$ cat config.mk
export PLATFORM = sky130hd
export DESIGN_NAME = pipeline_ctrl_flat
export DESIGN_NICKNAME = d
export VERILOG_FILES = /design/src/rtl/pipeline_ctrl_pkg.sv /design/src/rtl/pipeline_ctrl_if.sv /design/src/rtl/pipeline_ctrl_stall_gen.sv /design/src/rtl/pipeline_ctrl.sv /design/src/flat_wrapper.sv
export SDC_FILE = /design/constraint.sdc
export NUM_CORES = 1
export LEC_CHECK = 0
export BUFFER_PORTS_ARGS = -buffer_cell sky130_fd_sc_hd__buf_2
export CAP_MARGIN = 20
export CORE_ASPECT_RATIO = 0.9
export CORE_MARGIN = 2
export CORE_UTILIZATION = 30
export CTS_CLUSTER_DIAMETER = 50
export DETAILED_ROUTE_END_ITERATION = 8
export GPL_TIMING_DRIVEN = 0
export MAX_ROUTING_LAYER = met4
export PLACE_DENSITY = 0.5
export SYNTH_ARGS = -nofsm -noshare
export SYNTH_HDL_FRONTEND = slang
export SYNTH_HIERARCHICAL = 1
export SYNTH_SLANG_ARGS = --single-unit
$ cat constraint.sdc
create_clock -name clk -period 2.7 [get_ports clk]
set_clock_uncertainty 0.05 [all_clocks]
set_input_delay 0.54 -clock clk [delete_from_list [all_inputs] [get_ports clk]]
set_output_delay 0.54 -clock clk [all_outputs]
set_load 0.05 [all_outputs]
$ cat src/rtl/pipeline_ctrl_pkg.sv
// Shared types and constants for the pipeline controller: stall bus layout,
// address width and the controller FSM state encoding.
package pipeline_ctrl_pkg;

  localparam int ADDR_W  = 32;
  localparam int STALL_W = 6;
  localparam int NUM_REQ = 4;

  // Stall vector bit positions, earliest pipeline register first
  localparam int STALL_PC     = 0;
  localparam int STALL_IF_ID  = 1;
  localparam int STALL_ID_EX  = 2;
  localparam int STALL_EX_MEM = 3;
  localparam int STALL_MEM_WB = 4;
  localparam int STALL_WB     = 5;

  typedef logic [ADDR_W-1:0]  addr_t;
  typedef logic [STALL_W-1:0] stall_t;

  typedef enum logic {
    CTRL_RUN      = 1'b0,
    CTRL_REDIRECT = 1'b1
  } ctrl_state_e;

  // A branch may only be taken while the ID/EX boundary is moving.
  function automatic logic branch_accept(input stall_t stall_vec, input logic branch_flag);
    return branch_flag && !stall_vec[STALL_ID_EX];
  endfunction

endpackage

$ cat src/rtl/pipeline_ctrl_if.sv
// Stage-facing bundle of the pipeline controller: stall requests and branch
// decision in, stall vector, flush and PC redirect out.
interface pipeline_ctrl_if
  import pipeline_ctrl_pkg::*;
();

  logic   stall_from_if;
  logic   stall_from_id;
  logic   stall_from_ex;
  logic   stall_from_mem;
  logic   branch_flag;
  addr_t  branch_addr;
  stall_t stall;
  logic   flush;
  logic   redirect_valid;
  addr_t  redirect_addr;

  // Pipeline stages side
  modport master (
    output stall_from_if, stall_from_id, stall_from_ex, stall_from_mem,
    output branch_flag, branch_addr,
    input  stall, flush, redirect_valid, redirect_addr
  );

  // Controller side
  modport slave (
    input  stall_from_if, stall_from_id, stall_from_ex, stall_from_mem,
    input  branch_flag, branch_addr,
    output stall, flush, redirect_valid, redirect_addr
  );

endinterface

$ cat src/rtl/pipeline_ctrl_stall_gen.sv
// Combinational stall priority: the latest requesting stage holds itself and
// every earlier pipeline register, later registers keep draining.
module pipeline_ctrl_stall_gen
  import pipeline_ctrl_pkg::*;
(
  input  logic   stall_from_if,
  input  logic   stall_from_id,
  input  logic   stall_from_ex,
  input  logic   stall_from_mem,
  output stall_t stall
);

  logic [NUM_REQ-1:0] req;

  assign req = {stall_from_mem, stall_from_ex, stall_from_id, stall_from_if};

  // Register bit gi (gi>=1) is held when any stage at index gi-1 or later requests.
  generate
    for (genvar gi = 0; gi < STALL_W; gi++) begin : g_bit
      if (gi == STALL_PC) begin : g_pc
        assign stall[gi] = |req;
      end else if (gi == STALL_WB) begin : g_wb
        assign stall[gi] = 1'b0;
      end else begin : g_mid
        assign stall[gi] = |req[NUM_REQ-1:gi-1];
      end
    end
  endgenerate

endmodule

$ cat src/rtl/pipeline_ctrl.sv
// Central pipeline controller: stall vector generation, registered branch
// redirect with IF/ID flush, and saturating stall/redirect counters.
module pipeline_ctrl
  import pipeline_ctrl_pkg::*;
#(
  parameter int CNT_WIDTH = 32
) (
  input  logic                 clk,
  input  logic                 rst,
  pipeline_ctrl_if.slave       bus,
  input  logic                 cnt_clear,
  output logic [CNT_WIDTH-1:0] stall_cycles,
  output logic [CNT_WIDTH-1:0] flush_count
);

  localparam logic [CNT_WIDTH-1:0] CNT_ONE = CNT_WIDTH'(1);

  stall_t                stall_next;
  ctrl_state_e           state_reg;
  logic                  redirect_valid_reg;
  logic                  flush_reg;
  addr_t                 redirect_addr_reg;
  logic [CNT_WIDTH-1:0]  stall_cycles_reg;
  logic [CNT_WIDTH-1:0]  flush_count_reg;
  logic                  redirect_done;

  pipeline_ctrl_stall_gen u_stall_gen (
    .stall_from_if  (bus.stall_from_if),
    .stall_from_id  (bus.stall_from_id),
    .stall_from_ex  (bus.stall_from_ex),
    .stall_from_mem (bus.stall_from_mem),
    .stall          (stall_next)
  );

  assign redirect_done = (state_reg == CTRL_REDIRECT) && !stall_next[STALL_PC];

  always_ff @(posedge clk or negedge rst) begin
    if (!rst) begin
      state_reg          <= CTRL_RUN;
      redirect_valid_reg <= 1'b0;
      flush_reg          <= 1'b0;
      redirect_addr_reg  <= '0;
    end else begin
      case (state_reg)
        CTRL_RUN: begin
          if (branch_accept(stall_next, bus.branch_flag)) begin
            state_reg          <= CTRL_REDIRECT;
            redirect_valid_reg <= 1'b1;
            flush_reg          <= 1'b1;
            redirect_addr_reg  <= bus.branch_addr;
          end
        end
        CTRL_REDIRECT: begin
          // PC is held, so the redirect must persist until it can be consumed.
          if (!stall_next[STALL_PC]) begin
            state_reg          <= CTRL_RUN;
            redirect_valid_reg <= 1'b0;
            flush_reg          <= 1'b0;
          end
        end
        default: begin
          state_reg          <= CTRL_RUN;
          redirect_valid_reg <= 1'b0;
          flush_reg          <= 1'b0;
        end
      endcase
    end
  end

  always_ff @(posedge clk or negedge rst) begin
    if (!rst) begin
      stall_cycles_reg <= '0;
      flush_count_reg  <= '0;
    end else if (cnt_clear) begin
      stall_cycles_reg <= '0;
      flush_count_reg  <= '0;
    end else begin
      if (stall_next[STALL_PC] && (stall_cycles_reg != '1)) begin
        stall_cycles_reg <= stall_cycles_reg + CNT_ONE;
      end
      if (redirect_done && (flush_count_reg != '1)) begin
        flush_count_reg <= flush_count_reg + CNT_ONE;
      end
    end
  end

  assign bus.stall          = stall_next;
  assign bus.flush          = flush_reg;
  assign bus.redirect_valid = redirect_valid_reg;
  assign bus.redirect_addr  = redirect_addr_reg;
  assign stall_cycles       = stall_cycles_reg;
  assign flush_count        = flush_count_reg;

endmodule

$ cat src/flat_wrapper.sv
// flat-port wrapper written by rule: the top's interface ports become plain ports
module pipeline_ctrl_flat import pipeline_ctrl_pkg::*;
#(
  parameter int CNT_WIDTH = 32
)
  (clk, rst, cnt_clear, stall_cycles, flush_count, bus_stall_from_if, bus_stall_from_id, bus_stall_from_ex, bus_stall_from_mem, bus_branch_flag, bus_branch_addr, bus_stall, bus_flush, bus_redirect_valid, bus_redirect_addr);
  pipeline_ctrl_if bus_i ();
  input  logic clk;
  input  logic rst;
  input  logic cnt_clear;
  output logic [CNT_WIDTH-1:0] stall_cycles;
  output logic [CNT_WIDTH-1:0] flush_count;
  input wire logic [$bits(bus_i.stall_from_if)-1:0] bus_stall_from_if;
  input wire logic [$bits(bus_i.stall_from_id)-1:0] bus_stall_from_id;
  input wire logic [$bits(bus_i.stall_from_ex)-1:0] bus_stall_from_ex;
  input wire logic [$bits(bus_i.stall_from_mem)-1:0] bus_stall_from_mem;
  input wire logic [$bits(bus_i.branch_flag)-1:0] bus_branch_flag;
  input wire logic [$bits(bus_i.branch_addr)-1:0] bus_branch_addr;
  output wire logic [$bits(bus_i.stall)-1:0] bus_stall;
  output wire logic [$bits(bus_i.flush)-1:0] bus_flush;
  output wire logic [$bits(bus_i.redirect_valid)-1:0] bus_redirect_valid;
  output wire logic [$bits(bus_i.redirect_addr)-1:0] bus_redirect_addr;
  assign bus_i.stall_from_if = bus_stall_from_if;
  assign bus_i.stall_from_id = bus_stall_from_id;
  assign bus_i.stall_from_ex = bus_stall_from_ex;
  assign bus_i.stall_from_mem = bus_stall_from_mem;
  assign bus_i.branch_flag = bus_branch_flag;
  assign bus_i.branch_addr = bus_branch_addr;
  assign bus_stall = bus_i.stall;
  assign bus_flush = bus_i.flush;
  assign bus_redirect_valid = bus_i.redirect_valid;
  assign bus_redirect_addr = bus_i.redirect_addr;
  pipeline_ctrl #(.CNT_WIDTH(CNT_WIDTH)) u_core (.clk(clk), .rst(rst), .bus(bus_i), .cnt_clear(cnt_clear), .stall_cycles(stall_cycles), .flush_count(flush_count));
endmodule
* Word-level counts from Yosys, hierarchy flattened
Cells that the tools add are included. Widths: inputs -> output; s select.
Operators by class: reductions and logical operators 13, muxes and demuxes 10, multipliers 0, shifts and indexed selects 0, equality and inequality tests 4, divide/modulo/power cells 0, add/sub/neg operators 2, bitwise operators 1, order comparisons 0
Operator list (count):
- $mux 32 | 4
- $add 32x1->32 const B | 2
- $ne 32x32->1 const B | 2
- $logic_and 1x1->1 | 4
- $mux 1 | 4
- $pmux 1 s2 | 2
- $reduce_and 2->1 | 2
- $reduce_bool 2->1 | 2
- $reduce_or 4->1 | 1
- $reduce_or 3->1 | 1
- $logic_not 1->1 | 2
- $ne 2x1->1 const B | 1
- $ne 2x2->1 const B | 1
- $reduce_or 2->1 | 1
- $not 1->1 | 1
Word-level totals: latch bits 0, memory bits (writable) 0, word-level logic and storage cells 35, memories kept 0, register bits 98, ROM bits 0, input port bits 40

* Longest topological paths before layout
Gate-level depths: netlist of run 1.
depth after elaboration 6, depth in mapped cells 9

* By module
Netlist of run 1, hierarchy kept.
By module, submodules not included:
- pipeline_ctrl | cells each 464, seq. area each 2452.4 µm², area an instance 4823.4 µm², times used 1
- pipeline_ctrl_stall_gen | cells each 7, seq. area each 0.0 µm², area an instance 46.3 µm², times used 1

* Worst setup path after synthesis of run 1
Ideal clock, no wire load.
path type input port to flip-flop, from input port bus_stall_from_mem, to register u_core.flush_count_reg[13] (netlist: u_core/flush_count[13]), setup slack -635 ps, data required time 2525 ps, cell stages on the path 6, arrival time 3160 ps, path buffers 0, cells stage by stage or4_1 nand2b_1 or4_1 a31oi_1 nand4_1 mux2_2
Between the ends: word-level cells in the longest chain between the ends 5
Ends and longest elaborated chain:
- start: declaration | line flat_wrapper.sv:16 | input wire logic [$bits(bus_i.stall_from_mem)-1:0] bus_stall_from_mem;
- $reduce_or 4->1 | line pipeline_ctrl_stall_gen.sv:21 | assign stall[gi] = |req;
- $logic_not 1->1 | line pipeline_ctrl.sv:35 | assign redirect_done = (state_reg == CTRL_REDIRECT) && !stall_next[STALL_PC];
- $logic_and 1x1->1 | line pipeline_ctrl.sv:35
- $logic_and 1x1->1 | line pipeline_ctrl.sv:81 | if (redirect_done && (flush_count_reg != '1)) begin
- $reduce_bool 2->1 (no source line)
- end signal: assignment | line pipeline_ctrl.sv:82 | flush_count_reg <= flush_count_reg + CNT_ONE;
- end: declaration | line pipeline_ctrl.sv:24 | logic [CNT_WIDTH-1:0] flush_count_reg;
No other way between the ends. A chain may end at the register's enable or synchronous reset.

* Worst setup path after layout of run 1
from input port bus_stall_from_id, to register u_core.flush_count_reg[29] (netlist: u_core/flush_count[29])
Between the ends: word-level cells in the longest chain between the ends 5
Ends and longest elaborated chain:
- start: declaration | line flat_wrapper.sv:14 | input wire logic [$bits(bus_i.stall_from_id)-1:0] bus_stall_from_id;
- $reduce_or 4->1 | line pipeline_ctrl_stall_gen.sv:21
- $logic_not 1->1 | line pipeline_ctrl.sv:35
- $logic_and 1x1->1 | line pipeline_ctrl.sv:35
- $logic_and 1x1->1 | line pipeline_ctrl.sv:81
- $reduce_bool 2->1 (no source line)
No other way between the ends.

==> results of run 1 <==
==> cell usage after synthesis, types with 2 or more instances <==
library cell                count
sky130_fd_sc_hd__a31oi_1        3
sky130_fd_sc_hd__and4_1         9
sky130_fd_sc_hd__a21oi_1       34
sky130_fd_sc_hd__or4_1          9
sky130_fd_sc_hd__nand2_1       23
sky130_fd_sc_hd__o2111ai_1      3
sky130_fd_sc_hd__xor2_1         4
sky130_fd_sc_hd__a211oi_1       6
sky130_fd_sc_hd__a31o_2         5
sky130_fd_sc_hd__nand4_1       12
sky130_fd_sc_hd__o21ai_0       21
sky130_fd_sc_hd__nor2_1        35
sky130_fd_sc_hd__buf_4          5
sky130_fd_sc_hd__nand2b_1       3
sky130_fd_sc_hd__inv_1         10
sky130_fd_sc_hd__and2_1         4
sky130_fd_sc_hd__dfrtp_1       98
sky130_fd_sc_hd__and3_1         9
sky130_fd_sc_hd__buf_2          3
sky130_fd_sc_hd__a21o_1         2
sky130_fd_sc_hd__or3_1         25
sky130_fd_sc_hd__clkbuf_1      17
sky130_fd_sc_hd__nor2b_1        6
sky130_fd_sc_hd__nand3_1       23
sky130_fd_sc_hd__xnor2_1       18
sky130_fd_sc_hd__mux2_2        35
sky130_fd_sc_hd__nor3_1         6
sky130_fd_sc_hd__mux2i_1        2
sky130_fd_sc_hd__ha_1           2
sky130_fd_sc_hd__or2_1          2
sky130_fd_sc_hd__nand4_2        2
sky130_fd_sc_hd__o211ai_1       2
sky130_fd_sc_hd__o31ai_1        8
sky130_fd_sc_hd__nor4_1         6
sky130_fd_sc_hd__a311oi_1       2
sky130_fd_sc_hd__buf_6          2
==> through the flow <==
stage                     util (%)  cell area, um2  power [mW]
after global routing          38.7            6200        4.42
after detailed placement      36.8            5890        2.97
after global placement        36.6            5860        2.95
final                         38.7            6200        4.23
after floorplan                  -            4890        2.64
after CTS                     38.6            6190        4.29
==> repair_timing <==
item | in CTS | in global routing
buffers inserted | 0 | 2
endpoints found under the setup margin | 0 | 12
hold endpoints to repair | 0 | 0
==> per-layer routing <==
layer	vias to the layer above	global-route usage [%]	part of all wire, %
li1	2053	-	-
met1	2048	21.8	48
met2	120	25.2	45
met3	12	4.23	5.3
met4	0	3.84	1.0
met5	-	-	0
==> worst paths after layout <==
check,to,slack [ns],cells past startpoint
worst max-delay path,u_core/flush_count[29],0.11,7
worst min-delay path,u_core/flush_count[13],0.12,1
worst max register to register,u_core/stall_cycles[23],0.24,8
worst min register to register,u_core/bus.redirect_addr[17],0.45,1
max in group asynchronous,u_core/bus.redirect_addr[7],1.80,2
min in group clk,u_core/bus.redirect_addr[16],0.36,2
==> kinds of logic (layout without fill, tap and decap cells) <==
family                   count (synthesis)  after routing  synth area share, %
AO/OA/AOI/OAI                           93             93                 12.1
XOR/XNOR                                22             22                 3.96
adder cells (fa/ha/maj)                  2              2                0.514
buffers and inverters                   38            198                 3.70
flip-flops                              98             98                 50.4
multiplexers                            37             37                 8.50
other                                    1              1               0.0770
AND/OR/NAND/NOR                        180            180                 20.8
==> worst max-delay path, stage by stage <==
cell	delay, ns
sky130_fd_sc_hd__buf_2	0.11
sky130_fd_sc_hd__or4_4	0.58
sky130_fd_sc_hd__nand2b_4	0.20
sky130_fd_sc_hd__or4_4	0.46
sky130_fd_sc_hd__a211o_4	0.37
sky130_fd_sc_hd__or4_1	0.41
sky130_fd_sc_hd__a21oi_1	0.14
==> final cells by class <==
class,count,area [um2],share of cell area (%)
Buffer,27,139,2.24
Clock buffer,9,225,3.63
Clock inverter,7,71.3,1.15
Inverter,10,37.5,0.606
Multi-Input combinational cell,335,2260,36.4
Sequential cell,98,2450,39.6
Tap cell,207,259,4.18
Timing Repair Buffer,145,756,12.2
==> report_power, final <==
group / switching (mW) / total (mW) / internal, mW / leakage [nW]
sequential: 0.102 / 1.75 / 1.65 / 1.30
combinational: 0.882 / 1.18 / 0.303 / 1.36
clock: 0.639 / 1.29 / 0.654 / 0.146
total: 1.62 / 4.23 / 2.60 / 2.81
==> flow_metrics.env, run 1 <==
export IMPL_vias_in_the_first_global_route=4180
export IMPL_start_util_pct=30.4
export IMPL_antenna_found_initial=0
export IMPL_cts_buffers_inserted=9
export IMPL_flip_flop_and_latch_count_after_synthesis=98
export IMPL_yosys_warnings=6
export IMPL_dr_first_iter_drc_count=151
export IMPL_dpl_cell_count=821
export IMPL_vdd_ir_drop_max_mv=0.437
export IMPL_synth_async_sr_flop_share_pct=100
export IMPL_die_w_um=138
export IMPL_synth_cell_type_count=51
export IMPL_drv_cap=0
export IMPL_synthDominantCellAreaShare_pct=50.4
export IMPL_vias_per_cell=5.05
export IMPL_clock_latency_ns=0.36
export IMPL_highest_achievable_clock_rate_mhz=387
export IMPL_setup_slack_ns=0.114
export IMPL_clock_tree_htree_level_count=3
export IMPL_mostFrequentLayoutCells="sky130_fd_sc_hd__buf_2 (144), sky130_fd_sc_hd__dfrtp_1 (98), sky130_fd_sc_hd__nor2_1 (35), sky130_fd_sc_hd__mux2_2 (35), sky130_fd_sc_hd__a21oi_1 (34)"
export IMPL_power_per_cell_area_mw_per_mm2=682
export IMPL_finalWeightedCongestion=0.819
export IMPL_total_nets_after_synthesis=513
export IMPL_netlist_area_mm2=0.00487
export IMPL_die_y_um=125
export IMPL_max_slew_margin_pct=40.3
export IMPL_layout_cells_most_common="sky130_fd_sc_hd__buf_2"
export IMPL_setup_tns_final_ns=0
export IMPL_status="finished clean"
export IMPL_unrepaired_setup_endpoints_after_global_routing="no"
export IMPL_min_cycle_time_layout_ns=2.59
export IMPL_timing_final_setup_violations=0
export IMPL_number_of_diodes_added_for_antenna_fixing=0
export IMPL_synth_area_top_cells="sky130_fd_sc_hd__dfrtp_1 (50%), sky130_fd_sc_hd__mux2_2 (8.1%), sky130_fd_sc_hd__a21oi_1 (3.5%)"
export IMPL_critical_path_class="input port to flip-flop"
export IMPL_cts_tree="yes"
export IMPL_cts_buffer_depth=2
export IMPL_worst_ep_required_time_ns=2.92
export IMPL_grt_pass1_wl_um=22300
export IMPL_drtPass1Iterations=4
export IMPL_hold_buffers=0
export IMPL_detailroute_via_count=4233
export IMPL_area_growth_pct=27.3
export IMPL_detailed_route_wl_um=13400
export IMPL_min_path_type="input port to asynchronous set/reset pin"
export IMPL_synth_flop_cell="sky130_fd_sc_hd__dfrtp_1"
export IMPL_layout_drive_gt1_share_pct=35.3
export IMPL_track_usage_pct=16.4
export IMPL_coreArea_mm2=0.0160
export IMPL_clk_transition_reported_paths_ns=0.07
export IMPL_yosysTopAreaCell="sky130_fd_sc_hd__dfrtp_1"
export IMPL_finish_net_count=668
export IMPL_seq_area_frac_synth_pct=50.4
export IMPL_worst_slack_on_hold_paths_ns=0.123
export IMPL_crit_reg2reg_launch="u_core/stall_cycles[17]"
export IMPL_antenna_violating_nets_post_route=0
export IMPL_synth_area_per_cell_um2=10.3
export IMPL_startpoint="bus_stall_from_id"
export IMPL_final_cells=838
export IMPL_postSynthCellCount=471
export IMPL_worstSetupEndpointType="flip-flop"
export IMPL_start_kind="input port"
export IMPL_timing_hold_violations_final=0
export IMPL_dp_worst_setup_slack_ns=-0.317
export IMPL_part_of_the_cycle_the_worst_path_needs_pct=95.8
export IMPL_worst_ep_arrival_time_ns=2.81
export IMPL_globalRoute_totalOverflow=0
export IMPL_grt_max_degree=60
export IMPL_port_buffers=141
export IMPL_layout_filler_cells=1651
export IMPL_die_area_mm2=0.0173
export IMPL_floorplan_io_pins=144
export IMPL_post_drt_wl_per_cell_um=15.9
export IMPL_clkSinkCount=98
export IMPL_placementRows=44
export IMPL_leakagePower_nw=2.81
export IMPL_synth_edff_count=0
export IMPL_cts_root_buf="sky130_fd_sc_hd__clkbuf_16"
export IMPL_cts_resized_gates=0
export IMPL_drc=0
export IMPL_slew_at_the_pin_closest_to_its_max_slew_limit_ns=0.894
export IMPL_critPathMaxFanout=10
export IMPL_detailedPlacementHpwl_um=9900
export IMPL_timing_final_max_slew_violations=0
No activity file was read; power rests on OpenSTA's default activity.
==> run 2: changes to the inputs <==
SLEW_MARGIN = 25   (was default)
SYNTH_HIERARCHICAL = default   (was 1)
==> run 2 against run 1 <==
  * Sequential power down 6%
  * Setup slack worse by 0.018 ns
  * Clock power fell by 3%
  * Largest cell class unchanged
  * Total power fell by 12%
  * Final cell count up 0.72%
  * Flip-flop and latch count is the same
  * Combinational power decreased by 30%
  * First-iteration DRC count grew 110%
  * Wire length up 6.1%
  * Utilization rose by 0.31 points
==> flow_metrics.env, run 2 <==
export IMPL_status="finished clean"
export IMPL_leakagePower_nw=2.86
export IMPL_power_frac_clock_pct=33.4
export IMPL_dr_first_iter_drc_count=314
export IMPL_floorplan_io_pins=144
export IMPL_clk_transition_reported_paths_ns=0.07
export IMPL_post_synth_fa_ha_maj_area_fraction_pct=0.509
export IMPL_flip_flop_and_latch_count_after_synthesis=98
export IMPL_synth_area_top_cells="sky130_fd_sc_hd__dfrtp_1 (50%), sky130_fd_sc_hd__mux2_2 (10%), sky130_fd_sc_hd__a21oi_1 (4.7%)"
export IMPL_area_fraction_in_compound_gates_after_synthesis_pct=11.6
export IMPL_reg2reg_slack_ns=0.1
export IMPL_setup_slack_ns=0.0959
export IMPL_post_synth_most_frequent_cells="sky130_fd_sc_hd__dfrtp_1 (98), sky130_fd_sc_hd__a21oi_1 (46), sky130_fd_sc_hd__mux2_2 (44), sky130_fd_sc_hd__nand3_1 (31), sky130_fd_sc_hd__nor2_1 (25)"
export IMPL_cts_tree="yes"
export IMPL_grt_max_degree=55
export IMPL_die_area_mm2=0.0174
export IMPL_vias_in_the_first_global_route=4331
export IMPL_hold_buffers=0
export IMPL_post_drt_wl_per_cell_um=16.8
export IMPL_yosys_area_share_xor_xnor_pct=0.712
export IMPL_final_seq_area_mm2=0.00245
export IMPL_synth_simple_gate_area_share_pct=23.6
export IMPL_detailed_route_wl_um=14200
export IMPL_min_path_type="input port to asynchronous set/reset pin"
export IMPL_area_growth_pct=27.5
export IMPL_power_per_cell_area_mw_per_mm2=594
export IMPL_detailedPlacementHpwl_um=10300
export IMPL_drv_cap=0
export IMPL_worst_slack_on_hold_paths_ns=0.0498
export IMPL_synth_edff_count=0
export IMPL_cts_buffers_inserted=9
export IMPL_timing_final_setup_violations=0
export IMPL_synth_area_per_cell_um2=10.4
export IMPL_p_int_mw=2.44
export IMPL_placedInstanceArea_mm2=0.00592
export IMPL_clock_tree_htree_level_count=3
export IMPL_total_nets_after_synthesis=517
export IMPL_final_cells=844
export IMPL_reg2reg_depth=6
export IMPL_cts_buffer_depth=2
export IMPL_cts_root_buf="sky130_fd_sc_hd__clkbuf_16"
export IMPL_port_buffers=141
export IMPL_die_w_um=139
export IMPL_postSynthCellCount=475
export IMPL_detailroute_via_count=4454
export IMPL_power_switching_share_pct=34.6
export IMPL_crit_reg2reg_launch="u_core.flush_count[0]"
export IMPL_clkSinkCount=98
export IMPL_number_of_diodes_added_for_antenna_fixing=0
export IMPL_layout_filler_cells=1640
export IMPL_post_route_cell_area_mm2=0.00627
export IMPL_timing_final_max_slew_violations=0
export IMPL_grt_pass1_wl_um=22800
export IMPL_share_comb_of_total_power_pct=22.1
export IMPL_seq_area_frac_synth_pct=49.9
export IMPL_dp_worst_setup_slack_ns=-0.0927
export IMPL_synth_async_sr_flop_share_pct=100
export IMPL_layout_drive_gt1_share_pct=36.9
export IMPL_drtPass1Iterations=5
export IMPL_synth_cell_type_count=46
export IMPL_dpl_cell_count=824
export IMPL_drc=0
export IMPL_startpoint="u_core.flush_count[0]"
export IMPL_highest_achievable_clock_rate_mhz=384
export IMPL_synth_flop_cell="sky130_fd_sc_hd__dfrtp_1"
export IMPL_timing_hold_violations_final=0
export IMPL_yosysTopAreaCell="sky130_fd_sc_hd__dfrtp_1"
export IMPL_layout_cells_most_common="sky130_fd_sc_hd__buf_2"
export IMPL_critPathCapture="u_core.flush_count[31]"
export IMPL_unrepaired_setup_endpoints_after_global_routing="no"
export IMPL_p_switching_mw=1.29
export IMPL_power_share_sequential_pct=44.4
export IMPL_critical_path_class="flip-flop to flip-flop"
export IMPL_globalRoute_totalOverflow=0
export IMPL_netlist_area_mm2=0.00492
export IMPL_worstSetupEndpointType="flip-flop"
export IMPL_mostFrequentLayoutCells="sky130_fd_sc_hd__buf_2 (149), sky130_fd_sc_hd__dfrtp_1 (97), sky130_fd_sc_hd__a21oi_1 (46)"
export IMPL_antenna_violating_nets_post_route=0
export IMPL_slew_at_the_pin_closest_to_its_max_slew_limit_ns=0.658
export IMPL_part_of_the_cycle_the_worst_path_needs_pct=96.4
export IMPL_vias_per_cell=5.28
export IMPL_final_core_utilization_pct=39.0
export IMPL_die_y_um=125
export IMPL_coreArea_mm2=0.0161
export IMPL_max_slew_margin_pct=56.1
export IMPL_vdd_ir_drop_max_mv=0.499
export IMPL_synthDominantCellAreaShare_pct=49.9
export IMPL_antenna_found_initial=0
export IMPL_start_util_pct=30.6
export IMPL_worst_ep_arrival_time_ns=2.79
export IMPL_critPathMaxFanout=7
export IMPL_placementRows=44
export IMPL_synthMostInstantiatedCell="sky130_fd_sc_hd__dfrtp_1"
export IMPL_finalWeightedCongestion=0.813
export IMPL_combinational_family_with_the_most_area_after_synthesis="simple AND/OR/NAND/NOR gates"
export IMPL_min_cycle_time_layout_ns=2.60
export IMPL_post_synthesis_mux_area_share_pct=10.5
export IMPL_clock_latency_ns=0.35
export IMPL_start_kind="flip-flop"
export IMPL_worst_ep_required_time_ns=2.88
export IMPL_track_usage_pct=16.7
export IMPL_finish_net_count=674
export IMPL_reg2reg_to="u_core.flush_count[31]"
export IMPL_multi_input_area_mm2=0.00235
export IMPL_yosys_warnings=0
-- run 2: final cells by class --
type / instances / area share [%]
Tap cell: 207 / 4.13
Clock buffer: 9 / 3.59
Inverter: 5 / 0.299
Timing Repair Buffer: 146 / 12.3
Clock inverter: 7 / 0.938
Multi-Input combinational cell: 344 / 37.5
Sequential cell: 98 / 39.1
Buffer: 28 / 2.18
-- run 2: worst min-delay path by stage --
stage,startpoint,end,slack (ns),cells past startpoint
5_1_grt,rst,u_core.flush_count[8],0.07,1
4_1_cts,rst,u_core.flush_count[3],0.06,1
3_3_place_gp,u_core.bus.redirect_addr[1],u_core.bus.redirect_addr[1],0.43,1
3_5_place_dp,u_core.bus.redirect_addr[28],u_core.bus.redirect_addr[28],0.44,1
6_report,rst,u_core.flush_count[3],0.05,1
2_1_floorplan,rst,u_core.bus.redirect_addr[0],0.19,0
-- run 2: per-stage QoR --
stage	TNS, ns	power [mW]
after floorplan	0	2.26
after global placement	-10.49	2.49
after detailed placement	-0.738	2.51
after CTS	0	3.79
after global routing	0	3.90
final	0	3.72
-- run 2: kinds of logic after synthesis --
group | count (synthesis)
xor+xnor | 4
buf+inv | 33
flops | 98
simple gates | 195
fa+ha+maj | 2
mux | 46
other cells | 1
compound gates | 96
-- run 2: per-layer routing --
| metal | share of wire (%) | up-vias | GRT usage (%) |
|---|---|---|---|
| met4 | 1.2 | 0 | 4.34 |
| met5 | 0 | - | - |
| li1 | - | 2105 | - |
| met3 | 5.5 | 12 | 4.33 |
| met1 | 46 | 2185 | 22.0 |
| met2 | 48 | 152 | 25.9 |
-- run 2: power by group through the flow --
stage / combinational [mW] / clock [mW] / sequential [mW]
finish: 0.825 / 1.25 / 1.65
global route: 0.868 / 1.36 / 1.67
CTS: 0.832 / 1.30 / 1.65
detailed placement: 0.833 / 0 / 1.68
global placement: 0.819 / 0 / 1.67
floorplan: 0.182 / 0 / 2.08
-- run 2: what timing repair did --
action / CTS / global route
setup buffers: 0 / 4
endpoints found under the setup margin: 16 / 35
gates resized for setup: 2 / 4
pin swaps: 0 / 2
-- run 2: worst max-delay path: stages (launching register included) --
cell and delay [ns]:
sky130_fd_sc_hd__dfrtp_1 0.48, sky130_fd_sc_hd__ha_1 0.26, sky130_fd_sc_hd__nand4_1 0.26, sky130_fd_sc_hd__or3_1 0.49, sky130_fd_sc_hd__o31a_1 0.41, sky130_fd_sc_hd__and4_1 0.23
sky130_fd_sc_hd__mux2_1 0.31
==> run 3: changes to the inputs <==
ABC_AREA = 1   (was default)
PLACE_DENSITY = 0.49   (was 0.5)
==> run 3 against run 2 <==
  * Setup slack better by 0.56 ns
  * First-iteration DRC count up 4.5%
  * Sequential share of layout area down 4.4 points
  * Wire length up 21%
  * Critical path depth down 1
  * Final cell count up 39%
  * Critical path type is now input port to output port
  * Critical endpoint is now bus_stall[1]
  * Largest power group unchanged
  * Highest routed layer unchanged
==> flow_metrics.env, run 3 <==
export IMPL_status="finished clean"
export IMPL_slew_at_the_pin_closest_to_its_max_slew_limit_ns=0.770
export IMPL_mostFrequentLayoutCells="sky130_fd_sc_hd__nand2_1 (281), sky130_fd_sc_hd__buf_2 (148), sky130_fd_sc_hd__nor2_1 (111)"
export IMPL_start_kind="input port"
export IMPL_clock_latency_ns=0.35
export IMPL_clkSinkCount=98
export IMPL_seq_area_frac_synth_pct=42.8
export IMPL_cts_root_buf="sky130_fd_sc_hd__clkbuf_16"
export IMPL_timing_final_setup_violations=0
export IMPL_cts_buffer_depth=2
export IMPL_final_core_utilization_pct=38.2
export IMPL_max_slew_margin_pct=48.6
export IMPL_vdd_ir_drop_max_mv=0.526
export IMPL_min_path_type="input port to asynchronous set/reset pin"
export IMPL_setup_tns_final_ns=0
export IMPL_drc=0
export IMPL_clk_transition_reported_paths_ns=0.08
export IMPL_yosysTopAreaCell="sky130_fd_sc_hd__dfrtp_1"
export IMPL_cts_tree="yes"
export IMPL_synth_area_top_cells="sky130_fd_sc_hd__dfrtp_1 (43%), sky130_fd_sc_hd__nand2_1 (18%), sky130_fd_sc_hd__nor2_1 (7.3%)"
export IMPL_grt_max_degree=54
export IMPL_hold_buffers=0
export IMPL_synth_area_per_cell_um2=7.41
export IMPL_post_drt_wl_per_cell_um=14.6
export IMPL_total_nets_after_synthesis=815
export IMPL_die_w_um=150
export IMPL_timing_final_max_slew_violations=0
export IMPL_post_cts_setup_buffers=0
export IMPL_vias_in_the_first_global_route=5065
export IMPL_worst_ep_arrival_time_ns=1.45
export IMPL_reg2reg_depth=8
export IMPL_reg2reg_to="u_core.stall_cycles[31]"
export IMPL_worst_slack_on_hold_paths_ns=0.0621
export IMPL_worstSetupEndpointType="output port"
export IMPL_post_route_cell_area_mm2=0.00707
export IMPL_detailed_route_wl_um=17100
export IMPL_synth_cell_type_count=38
export IMPL_reg2reg_slack_ns=0.71
export IMPL_dp_worst_setup_slack_ns=0.288
export IMPL_power_per_cell_area_mw_per_mm2=619
export IMPL_critPathMaxFanout=6
export IMPL_start_util_pct=30.9
export IMPL_clock_tree_htree_level_count=3
export IMPL_layout_drive_gt1_share_pct=25.3
export IMPL_detailroute_via_count=5378
export IMPL_cts_resized_gates=0
export IMPL_critical_path_class="input port to output port"
export IMPL_synth_edff_count=0
export IMPL_layout_cells_most_common="sky130_fd_sc_hd__nand2_1"
export IMPL_grt_pass1_wl_um=27300
export IMPL_synthMostInstantiatedCell="sky130_fd_sc_hd__nand2_1"
export IMPL_vias_per_cell=4.57
export IMPL_coreArea_mm2=0.0185
export IMPL_placedInstanceArea_mm2=0.00677
export IMPL_netlist_area_mm2=0.00573
export IMPL_area_growth_pct=23.4
export IMPL_min_cycle_time_layout_ns=2.04
export IMPL_port_buffers=141
export IMPL_floorplan_io_pins=144
export IMPL_detailedPlacementHpwl_um=12900
export IMPL_dpl_cell_count=1160
export IMPL_drtPass1Iterations=5
export IMPL_yosys_warnings=0
export IMPL_worst_ep_required_time_ns=2.11
export IMPL_globalRoute_totalOverflow=0
export IMPL_number_of_diodes_added_for_antenna_fixing=0
export IMPL_cts_buffers_inserted=9
export IMPL_antenna_found_initial=0
export IMPL_antenna_violating_nets_post_route=0
export IMPL_die_area_mm2=0.0202
export IMPL_finalWeightedCongestion=0.858
export IMPL_dr_first_iter_drc_count=328
export IMPL_synth_async_sr_flop_share_pct=100
export IMPL_placementRows=47
export IMPL_unrepaired_setup_endpoints_after_global_routing="no"
export IMPL_setup_slack_ns=0.655
export IMPL_overall_power_mw=4.38
export IMPL_drv_cap=0
export IMPL_finish_net_count=968
export IMPL_highest_achievable_clock_rate_mhz=489
export IMPL_flip_flop_and_latch_count_after_synthesis=98
export IMPL_postSynthCellCount=773
export IMPL_synth_flop_cell="sky130_fd_sc_hd__dfrtp_1"
export IMPL_die_y_um=135
export IMPL_part_of_the_cycle_the_worst_path_needs_pct=75.7
export IMPL_leakagePower_nw=3.49
export IMPL_synthDominantCellAreaShare_pct=42.8
export IMPL_timing_hold_violations_final=0
export IMPL_final_cells=1176
export IMPL_crit_reg2reg_launch="u_core.stall_cycles[1]"
export IMPL_post_synth_most_frequent_cells="sky130_fd_sc_hd__nand2_1 (281), sky130_fd_sc_hd__nor2_1 (111), sky130_fd_sc_hd__dfrtp_1 (98), sky130_fd_sc_hd__inv_1 (60), sky130_fd_sc_hd__nand3_1 (55)"
export IMPL_track_usage_pct=17.9
run 3: cell types whose count changed after synthesis, moves of 9 or more:
cell / delta
sky130_fd_sc_hd__or4_1: -23
sky130_fd_sc_hd__nand3_1: +24
sky130_fd_sc_hd__or3_1: -19
sky130_fd_sc_hd__and3_1: -9
sky130_fd_sc_hd__nand2_1: +264
sky130_fd_sc_hd__o31ai_1: -23
sky130_fd_sc_hd__inv_1: +56
sky130_fd_sc_hd__nor2b_1: -14
sky130_fd_sc_hd__nor2_1: +86
sky130_fd_sc_hd__mux2_2: -12
sky130_fd_sc_hd__and4_1: -9
sky130_fd_sc_hd__clkbuf_1: -13
sky130_fd_sc_hd__o21ai_1: +11
sky130_fd_sc_hd__a21oi_1: -32
run 3: routing by layer:
| layer | wire length (um) | vias up | track usage (%) |
|---|---|---|---|
| met5 | 0 | - | - |
| met4 | 127 | 0 | 3.30 |
| met3 | 1020 | 10 | 3.61 |
| met2 | 7330 | 160 | 26.1 |
| met1 | 8640 | 2452 | 25.8 |
| li1 | - | 2756 | - |
run 3: final cells by class:
| class | instances | area, um2 |
|---|---|---|
| buffer | 21 | 150 |
| clock inverter | 7 | 71.3 |
| sequential | 98 | 2450 |
| timing repair buffer | 142 | 739 |
| multi-input combinational | 591 | 2880 |
| tap | 245 | 307 |
| fill | 2023 | 11500 |
| clock buffer | 9 | 225 |
| inverter | 63 | 243 |
run 3: kinds of logic (layout without fill, tap and decap cells):
group	Yosys count	count (layout)	share of synthesized area, %
AO/OA/AOI/OAI	50	50	4.78
XOR/XNOR	12	12	1.83
adder cells (fa/ha/maj)	2	2	0.437
buffers and inverters	84	242	6.86
flip-flops	98	98	42.8
multiplexers	32	32	6.29
other	1	1	0.0655
AND/OR/NAND/NOR	494	494	36.9
run 3: power breakdown:
group / total (mW) / switching (mW) / internal, mW
clock: 1.32 / 0.664 / 0.655
combinational: 1.30 / 0.976 / 0.328
sequential: 1.76 / 0.0952 / 1.66
run 3: critical path, cell delays in order:
cell	delay, ns
sky130_fd_sc_hd__buf_2	0.11
sky130_fd_sc_hd__nor2_2	0.15
sky130_fd_sc_hd__nand3_2	0.23
sky130_fd_sc_hd__buf_4	0.22
sky130_fd_sc_hd__buf_2	0.20
run 3: how the worst max path moves through the flow:
stage | from | end | slack [ns]
final | bus_stall_from_ex | bus_stall[1] | 0.66
after global placement | rst | u_core.bus.redirect_addr[14] | -0.20
after detailed placement | cnt_clear | u_core.flush_count[23] | 0.29
after floorplan | u_core.flush_count[1] | u_core.flush_count[17] | 0.63
after CTS | bus_stall_from_ex | bus_stall[1] | 0.64
after global routing | u_core.stall_cycles[1] | u_core.stall_cycles[31] | 0.57
